--- src/rtl/intcalc_multicycle_pkg.sv ---
// Shared types for the bexkat1 integer calculation units.
// intfunc_t selects the operation; intcalc_state_t is the multicycle FSM.
package bexkat1Def;

    typedef enum logic [3:0] {
        INT_MUL   = 4'h0,
        INT_DIV   = 4'h1,
        INT_MOD   = 4'h2,
        INT_MULU  = 4'h3,
        INT_DIVU  = 4'h4,
        INT_MODU  = 4'h5,
        INT_MULX  = 4'h6,
        INT_MULUX = 4'h7,
        INT_EXT   = 4'h8,
        INT_EXTB  = 4'h9,
        INT_COM   = 4'ha,
        INT_NEG   = 4'hb
    } intfunc_t;

    typedef enum logic [2:0] {
        IDLE,
        MUL,
        DIV,
        FIX,
        DONE
    } intcalc_state_t;

endpackage

--- src/rtl/intcalc_divider.sv ---
// Unsigned restoring divider, one quotient bit per cycle, WIDTH cycles.
// Ports: clk_i, rst_i (async low), start_i, dividend_i, divisor_i,
//        busy_o, done_o (last iteration this cycle), quotient_o, remainder_o.
module intcalc_divider #(
    parameter int WIDTH = 32
) (
    input  logic             clk_i,
    input  logic             rst_i,
    input  logic             start_i,
    input  logic [WIDTH-1:0] dividend_i,
    input  logic [WIDTH-1:0] divisor_i,
    output logic             busy_o,
    output logic             done_o,
    output logic [WIDTH-1:0] quotient_o,
    output logic [WIDTH-1:0] remainder_o
);

    localparam int CW = $clog2(WIDTH);
    localparam logic [CW-1:0] LAST = CW'(WIDTH - 1);

    logic [WIDTH-1:0] quo_q;
    logic [WIDTH-1:0] rem_q;
    logic [WIDTH-1:0] div_q;
    logic [CW-1:0]    cnt_q;
    logic             busy_q;
    logic [WIDTH:0]   shifted;
    logic [WIDTH:0]   diff;

    // Quotient register doubles as the dividend shifter.
    assign shifted = {rem_q, quo_q[WIDTH-1]};
    assign diff    = shifted - {1'b0, div_q};

    always_ff @(posedge clk_i or negedge rst_i) begin
        if (!rst_i) begin
            quo_q  <= '0;
            rem_q  <= '0;
            div_q  <= '0;
            cnt_q  <= '0;
            busy_q <= 1'b0;
        end else if (start_i) begin
            quo_q  <= dividend_i;
            rem_q  <= '0;
            div_q  <= divisor_i;
            cnt_q  <= '0;
            busy_q <= 1'b1;
        end else if (busy_q) begin
            cnt_q <= cnt_q + 1'b1;
            if (!diff[WIDTH]) begin
                rem_q <= diff[WIDTH-1:0];
                quo_q <= {quo_q[WIDTH-2:0], 1'b1};
            end else begin
                rem_q <= shifted[WIDTH-1:0];
                quo_q <= {quo_q[WIDTH-2:0], 1'b0};
            end
            if (cnt_q == LAST) begin
                busy_q <= 1'b0;
            end
        end
    end

    assign busy_o      = busy_q;
    assign done_o      = busy_q && (cnt_q == LAST);
    assign quotient_o  = quo_q;
    assign remainder_o = rem_q;

endmodule

--- src/rtl/intcalc_multicycle.sv ---
// Multi-cycle integer unit: pipelined multiply, iterative divide, unary ops.
// Ports: clk_i, rst_i (async low), in_valid_i/in_ready_o, func_i, a_i, b_i,
//        out_valid_o/out_ready_i, result_o, divz_o (divide by zero).
module intcalc_multicycle
    import bexkat1Def::*;
#(
    parameter int WIDTH   = 32,
    parameter int MUL_LAT = 2
) (
    input  logic             clk_i,
    input  logic             rst_i,
    input  logic             in_valid_i,
    output logic             in_ready_o,
    input  intfunc_t         func_i,
    input  logic [WIDTH-1:0] a_i,
    input  logic [WIDTH-1:0] b_i,
    output logic             out_valid_o,
    input  logic             out_ready_i,
    output logic [WIDTH-1:0] result_o,
    output logic             divz_o
);

    generate
        if (WIDTH < 16 || WIDTH > 64) begin : g_bad_width
            $error("intcalc_multicycle: WIDTH must be 16..64");
        end
        if (MUL_LAT < 1 || MUL_LAT > 4) begin : g_bad_lat
            $error("intcalc_multicycle: MUL_LAT must be 1..4");
        end
    endgenerate

    localparam int PW = 2 * WIDTH;
    localparam logic [2:0] MCNT_LAST = 3'(MUL_LAT - 1);

    intcalc_state_t   state_q;
    intfunc_t         func_q;
    logic [WIDTH-1:0] result_q;
    logic             divz_q;
    logic             qneg_q;
    logic             rneg_q;
    logic [2:0]       mcnt_q;
    logic [PW-1:0]    prod_q [MUL_LAT];

    logic             is_mul;
    logic             is_div;
    logic             is_mod;
    logic             mul_signed;
    logic             div_signed;
    logic [WIDTH-1:0] res1_d;
    logic [PW-1:0]    mul_a;
    logic [PW-1:0]    mul_b;
    logic [PW-1:0]    prod_d;
    logic [PW-1:0]    prod_last;
    logic [WIDTH-1:0] mul_res;
    logic [WIDTH-1:0] a_abs;
    logic [WIDTH-1:0] b_abs;
    logic             b_zero;
    logic             accept;
    logic             div_start;
    logic             div_busy;
    logic             div_done;
    logic [WIDTH-1:0] div_quo;
    logic [WIDTH-1:0] div_rem;
    logic             mod_q;
    logic             hi_q;

    always_comb begin
        is_mul     = 1'b0;
        is_div     = 1'b0;
        is_mod     = 1'b0;
        mul_signed = 1'b0;
        div_signed = 1'b0;
        res1_d     = '0;
        unique case (func_i)
            INT_MUL, INT_MULX: begin
                is_mul     = 1'b1;
                mul_signed = 1'b1;
            end
            INT_MULU, INT_MULUX: is_mul = 1'b1;
            INT_DIV: begin
                is_div     = 1'b1;
                div_signed = 1'b1;
            end
            INT_MOD: begin
                is_div     = 1'b1;
                is_mod     = 1'b1;
                div_signed = 1'b1;
            end
            INT_DIVU: is_div = 1'b1;
            INT_MODU: begin
                is_div = 1'b1;
                is_mod = 1'b1;
            end
            INT_EXT:  res1_d = {{(WIDTH-16){b_i[15]}}, b_i[15:0]};
            INT_EXTB: res1_d = {{(WIDTH-8){b_i[7]}}, b_i[7:0]};
            INT_COM:  res1_d = ~b_i;
            INT_NEG:  res1_d = -b_i;
            default:  res1_d = '0;
        endcase
    end

    // Extending to 2*WIDTH first makes the truncated product exact
    // for both signed and unsigned operands.
    assign mul_a  = mul_signed ? {{WIDTH{a_i[WIDTH-1]}}, a_i}
                               : {{WIDTH{1'b0}}, a_i};
    assign mul_b  = mul_signed ? {{WIDTH{b_i[WIDTH-1]}}, b_i}
                               : {{WIDTH{1'b0}}, b_i};
    assign prod_d = mul_a * mul_b;

    assign prod_last = prod_q[MUL_LAT-1];
    assign hi_q      = (func_q == INT_MULX) || (func_q == INT_MULUX);
    assign mul_res   = hi_q ? prod_last[PW-1:WIDTH] : prod_last[WIDTH-1:0];

    // |MIN| is 2^(WIDTH-1), which is representable as unsigned.
    assign a_abs  = (div_signed && a_i[WIDTH-1]) ? -a_i : a_i;
    assign b_abs  = (div_signed && b_i[WIDTH-1]) ? -b_i : b_i;
    assign b_zero = (b_i == '0);

    assign accept    = in_valid_i && (state_q == IDLE);
    assign div_start = accept && is_div && !b_zero;
    assign mod_q     = (func_q == INT_MOD) || (func_q == INT_MODU);

    always_ff @(posedge clk_i or negedge rst_i) begin
        if (!rst_i) begin
            for (int i = 0; i < MUL_LAT; i++) begin
                prod_q[i] <= '0;
            end
        end else begin
            if (accept && is_mul) begin
                prod_q[0] <= prod_d;
            end
            for (int i = 1; i < MUL_LAT; i++) begin
                prod_q[i] <= prod_q[i-1];
            end
        end
    end

    intcalc_divider #(
        .WIDTH(WIDTH)
    ) u_div (
        .clk_i       (clk_i),
        .rst_i       (rst_i),
        .start_i     (div_start),
        .dividend_i  (a_abs),
        .divisor_i   (b_abs),
        .busy_o      (div_busy),
        .done_o      (div_done),
        .quotient_o  (div_quo),
        .remainder_o (div_rem)
    );

    always_ff @(posedge clk_i or negedge rst_i) begin
        if (!rst_i) begin
            state_q  <= IDLE;
            func_q   <= INT_MUL;
            result_q <= '0;
            divz_q   <= 1'b0;
            qneg_q   <= 1'b0;
            rneg_q   <= 1'b0;
            mcnt_q   <= '0;
        end else begin
            unique case (state_q)
                IDLE: begin
                    if (in_valid_i) begin
                        func_q <= func_i;
                        divz_q <= 1'b0;
                        mcnt_q <= '0;
                        qneg_q <= div_signed && (a_i[WIDTH-1] ^ b_i[WIDTH-1]);
                        rneg_q <= div_signed && a_i[WIDTH-1];
                        if (is_mul) begin
                            state_q <= MUL;
                        end else if (is_div && b_zero) begin
                            result_q <= is_mod ? a_i : '1;
                            divz_q   <= 1'b1;
                            state_q  <= DONE;
                        end else if (is_div) begin
                            state_q <= DIV;
                        end else begin
                            result_q <= res1_d;
                            state_q  <= DONE;
                        end
                    end
                end
                MUL: begin
                    if (mcnt_q == MCNT_LAST) begin
                        result_q <= mul_res;
                        state_q  <= DONE;
                    end else begin
                        mcnt_q <= mcnt_q + 1'b1;
                    end
                end
                DIV: begin
                    if (div_busy && div_done) begin
                        state_q <= FIX;
                    end
                end
                FIX: begin
                    if (mod_q) begin
                        result_q <= rneg_q ? -div_rem : div_rem;
                    end else begin
                        result_q <= qneg_q ? -div_quo : div_quo;
                    end
                    state_q <= DONE;
                end
                DONE: begin
                    if (out_ready_i) begin
                        state_q <= IDLE;
                    end
                end
                default: state_q <= IDLE;
            endcase
        end
    end

    assign in_ready_o  = (state_q == IDLE);
    assign out_valid_o = (state_q == DONE);
    assign result_o    = result_q;
    assign divz_o      = divz_q;

endmodule

--- config.mk ---
export PLATFORM = sky130hd
export DESIGN_NAME = intcalc_multicycle
export DESIGN_NICKNAME = d
export VERILOG_FILES = /design/src/rtl/intcalc_multicycle_pkg.sv /design/src/rtl/intcalc_divider.sv /design/src/rtl/intcalc_multicycle.sv
export SDC_FILE = /design/constraint.sdc
export NUM_CORES = 2
export LEC_CHECK = 0
export ABC_CLOCK_PERIOD_IN_PS = 4000
export CORE_MARGIN = 10
export CORE_UTILIZATION = 45
export CTS_BUF_LIST = sky130_fd_sc_hd__clkbuf_8
export CTS_CLUSTER_SIZE = 24
export DETAILED_ROUTE_END_ITERATION = 8
export HOLD_SLACK_MARGIN = 0.1
export PLACE_DENSITY = 0.7
export SYNTH_ARGS = -nofsm -noshare
export SYNTH_HDL_FRONTEND = slang
export SYNTH_SLANG_ARGS = --single-unit
--- constraint.sdc ---
create_clock -name clk_i -period 4 [get_ports clk_i]
set_input_delay 0.6 -clock clk_i [delete_from_list [all_inputs] [get_ports clk_i]]
set_output_delay 0.6 -clock clk_i [all_outputs]
set_load 0.01 [all_outputs]
==> impl.org <==
** Place
- I/O Buffers :: 106
- Half-perimeter wire length of the detailed placement result :: 184 mm
- Routability-driven placement congestion ratio :: 1.01
- Cell area reported after detailed placement :: 74,300 sq um

** CTS
- TritonCTS clock tree :: done
- The clock passes through at most 3 buffers.
- At the later pin of the worst-skew pair, clock insertion delay measures ~0.69 ns.
- TritonCTS buffer count :: 46
- Count of H-tree levels built during CTS :: 2
- Clock sinks :: 275
- In this run the clock root is driven by a clkbuf_8.
- Clock-pin slew of the registers on the worst-case setup and hold paths :: 0.06 ns

** Global routing
- Global-route track usage on met3 :: 0.0512
- Total routing usage reported by global routing :: 0.281
- After global routing the overflow that remains totals 0.
- Entering global routing, the biggest net connects a little under 100 pins.
- First-pass GRT wire length :: 341 mm
- The global routing stage identified its most utilized layer as met2.
- The via count of the first global-routing pass was 57,039.
- For met1 alone, demand over resource in global routing was 0.361.
- For this run, global-route usage on met2 was measured as 0.458.
- Antenna violations before repair :: 11

** Synthesis
- During synthesis, Yosys emitted a total of 0 warnings.
- EDFF count, synth :: 0
- Synthesis-stage register bit count :: 275
- In the synthesized netlist the async set-or-reset flop fraction comes to 1.00.
- For this run, the register share of the synthesized area comes to 0.107.
- Mean area per synthesized cell :: approximately 9 sq um
- In this run the cell area of the synthesized design comes to roughly 64,000 sq um.
- Main synth FF type :: dfrtp_1
- When the netlist entered floorplanning its net count stood at a little under 9,000.
- Post-Syn Instances :: 7,094
- Synth cell types :: 75

** Run status
- Violated checks :: setup timing
- Outcome :: finished, violations left

** Timing
- Shortest period the worst path allows :: 8.76 ns
- The number of pins with negative max-slew slack in the final report is 0.
- For the final database, setup skew stands at roughly 0.074 ns.
- Setup repair after global routing could not meet its margin everywhere.
- Based on the critical path, the design can be clocked at up to 114 MHz.
- Dividing the final minimum period by the clock period gives 2.19.
- Across all setup checks in the final design, the least slack found is -4.76 ns.
- The worst pin sits at a relative slew slack of 0.335.
- Final hold analysis gives a worst-case slack of 0.363 ns.
- The final count of hold timing violations came to 0.
- Adding up every negative setup slack in the final design gives -219.31 ns.
- Slew at the pin closest to its max-slew limit :: 0.997 ns
- Setup violations remaining at the end of the flow were counted as 58.

** Final layout
- At the end of the flow, the number of nets in the layout was between 9,000 and 10,000.
- Final instance area :: 79,600 sq um
- Compared with the post-synthesis result, the final layout area differs by 24.1%.
- Fillers :: between 10,000 and 15,000
- In the final layout, the share of cells above drive strength 1 is 0.215.

** Worst setup path
- STA classifies the critical path endpoint as a flip-flop.
- The slowest stage of the critical path is the fa_2 cell.
- Data on the critical path is required at its endpoint by 4.60 ns.
- At the worst endpoint, the arrival time is slightly above 9 ns.
- Counting both buffers and inverters, the worst setup path holds a total of 13.
- Broken down by cell family, the worst path's largest delay share belongs to adder cells.
- In this design, the stage delay of the slowest critical-path cell is 0.63 ns.
- STA classifies the critical path startpoint as an input port.
- Along the worst path, the maximum fanout reaches 6.
- By startpoint and endpoint, the worst setup path is classified as input port to flip-flop.
- Counting stages on the worst path, the most repeated cell is fa_1.

** Die
- Number of ports placed on the die boundary :: 107
- The die covers 158,000 sq um.
- From left edge to right edge, the die measures about 400 microns.
- The die is about 400 microns tall.
- Cell row count :: 138
- Starting utilization of the core area :: 0.453
- The core region is 142,000 sq um.

** Route
- Dividing the detail-routed via count by the number of cells gives 5.34.
- Detailed-routing iteration count for the pre-antenna-repair pass :: 6
- Once detail routing completed, the nets flagged for antenna violations numbered 0.
- The final route contains 52,437 vias.
- Routed WL :: approximately 220 mm
- Final routed DRC violation total :: 0
- Drt initial violations :: about 4,200
- In the final routed layout, each cell accounts on average for 22.5 microns.

** Hold path
- Type of the worst min-delay path :: flip-flop to flip-flop

** Job
- Reported max-cap violation count :: 0
## layer usage
| layer | vias up | part of all wire |
|---|---|---|
| li1 | 22815 | - |
| met1 | 26880 | 0.38 |
| met2 | 2200 | 0.47 |
| met3 | 526 | 0.085 |
| met4 | 16 | 0.058 |
| met5 | - | 0.00041 |
## state kept, by name (all words and copies together), names as in the netlist
signal,count
func_q,4
rneg_q,1
result_o,32
u_div.cnt_q,5
mcnt_q,3
prod_q,64
prod_last,64
u_div.busy_o,1
divz_o,1
u_div.quotient_o,32
state_q,3
qneg_q,1
u_div.remainder_o,32
u_div.div_q,32
## kinds of logic after synthesis
family,after synthesis,synth area share
AO/OA/AOI/OAI,783,0.0748
XOR/XNOR,287,0.0392
adder cells (fa/ha/maj),1775,0.512
buffers and inverters,2031,0.119
flip-flops,275,0.107
multiplexers,93,0.0147
AND/OR/NAND/NOR,1850,0.133
## final timing paths
| check | startpoint | endpoint | slack (ns) | cells past startpoint |
|---|---|---|---|---|
| worst max-delay path | func_i[2] | prod_q[126] | -4.76 | 38 |
| worst min-delay path | prod_q[79] | prod_last[15] | 0.36 | 0 |
| worst max register to register | u_div.quotient_o[31] | u_div.remainder_o[31] | 0.28 | 14 |
| worst min register to register | prod_q[79] | prod_last[15] | 0.36 | 0 |
| max in group asynchronous | rst_i | u_div.quotient_o[30] | 2.28 | 3 |
| min in group asynchronous | rst_i | u_div.div_q[6] | 0.61 | 2 |
## cells in the final DEF, fill, tap and decap left out, types with 26 or more instances in the layout
cell,netlist,layout
o21ai_1,2,34
o21ai_0,308,238
nor2_1,183,169
inv_1,1634,1563
and2_1,369,350
clkdlybuf4s50_1,0,41
o21ai_2,0,34
and3_1,42,38
clkbuf_8,0,55
inv_2,1,75
a21o_1,54,54
ha_4,0,66
dfrtp_1,275,273
nand3_1,38,33
a31oi_1,34,26
o31ai_1,38,34
xor2_1,110,98
fa_1,1417,1333
xnor2_1,177,157
buf_6,1,134
buf_12,0,95
nor3_1,43,34
mux2i_1,81,81
fa_2,0,84
ha_1,356,288
a21oi_1,155,121
a211oi_1,38,35
buf_4,0,832
nand2_1,1036,992
## per-stage QoR
step / worst slack, ns / util / cells
floorplan: -5.23 / - / 7094
global placement: -6.19 / 0.525 / 9588
detailed placement: -6.22 / 0.525 / 9588
CTS: -4.68 / 0.553 / 9778
global route: -4.97 / 0.562 / 9823
finish: -4.76 / 0.562 / 9825
## Yosys cell counts, types with 19 or more instances
master / instances / area share
a211oi_1: 38 / 0.0044
a21o_1: 54 / 0.0063
a21oi_1: 155 / 0.012
a31oi_1: 34 / 0.0033
and2_1: 369 / 0.036
and3_1: 42 / 0.0041
buf_1: 89 / 0.0052
clkbuf_1: 304 / 0.018
dfrtp_1: 275 / 0.11
fa_1: 1417 / 0.44
ha_1: 356 / 0.069
inv_1: 1634 / 0.096
mux2i_1: 81 / 0.013
nand2_1: 1036 / 0.061
nand3_1: 38 / 0.0030
nor2_1: 183 / 0.011
nor2b_1: 21 / 0.0020
nor3_1: 43 / 0.0034
nor4_1: 19 / 0.0019
o211ai_1: 24 / 0.0028
o21a_1: 23 / 0.0027
o21ai_0: 308 / 0.024
o31ai_1: 38 / 0.0044
xnor2_1: 177 / 0.024
xor2_1: 110 / 0.015
## area by class of cell
type | instances | area (sq um) | area share
clock inverters | 23 | 184 | 0.00231
multi-input cells | 4788 | 52400 | 0.658
inverters | 1635 | 6160 | 0.0774
repair buffers | 1154 | 10800 | 0.136
clock buffers | 55 | 757 | 0.00951
well taps | 1890 | 2360 | 0.0297
flip-flops and latches | 275 | 6890 | 0.0865
diodes | 5 | 12.5 | 0.000157
## what timing repair did
item                       CTS  global route
resized for setup          507           265
setup endpoints to repair   59            59
hold endpoints to repair    84             0
hold buffers                 1             0
setup buffers              123            56
gates cloned                 3             3
pin swaps                  248           214
Power is not shown: default switching activity piles up to over one toggle a cycle in this logic, so the estimate is an artifact.
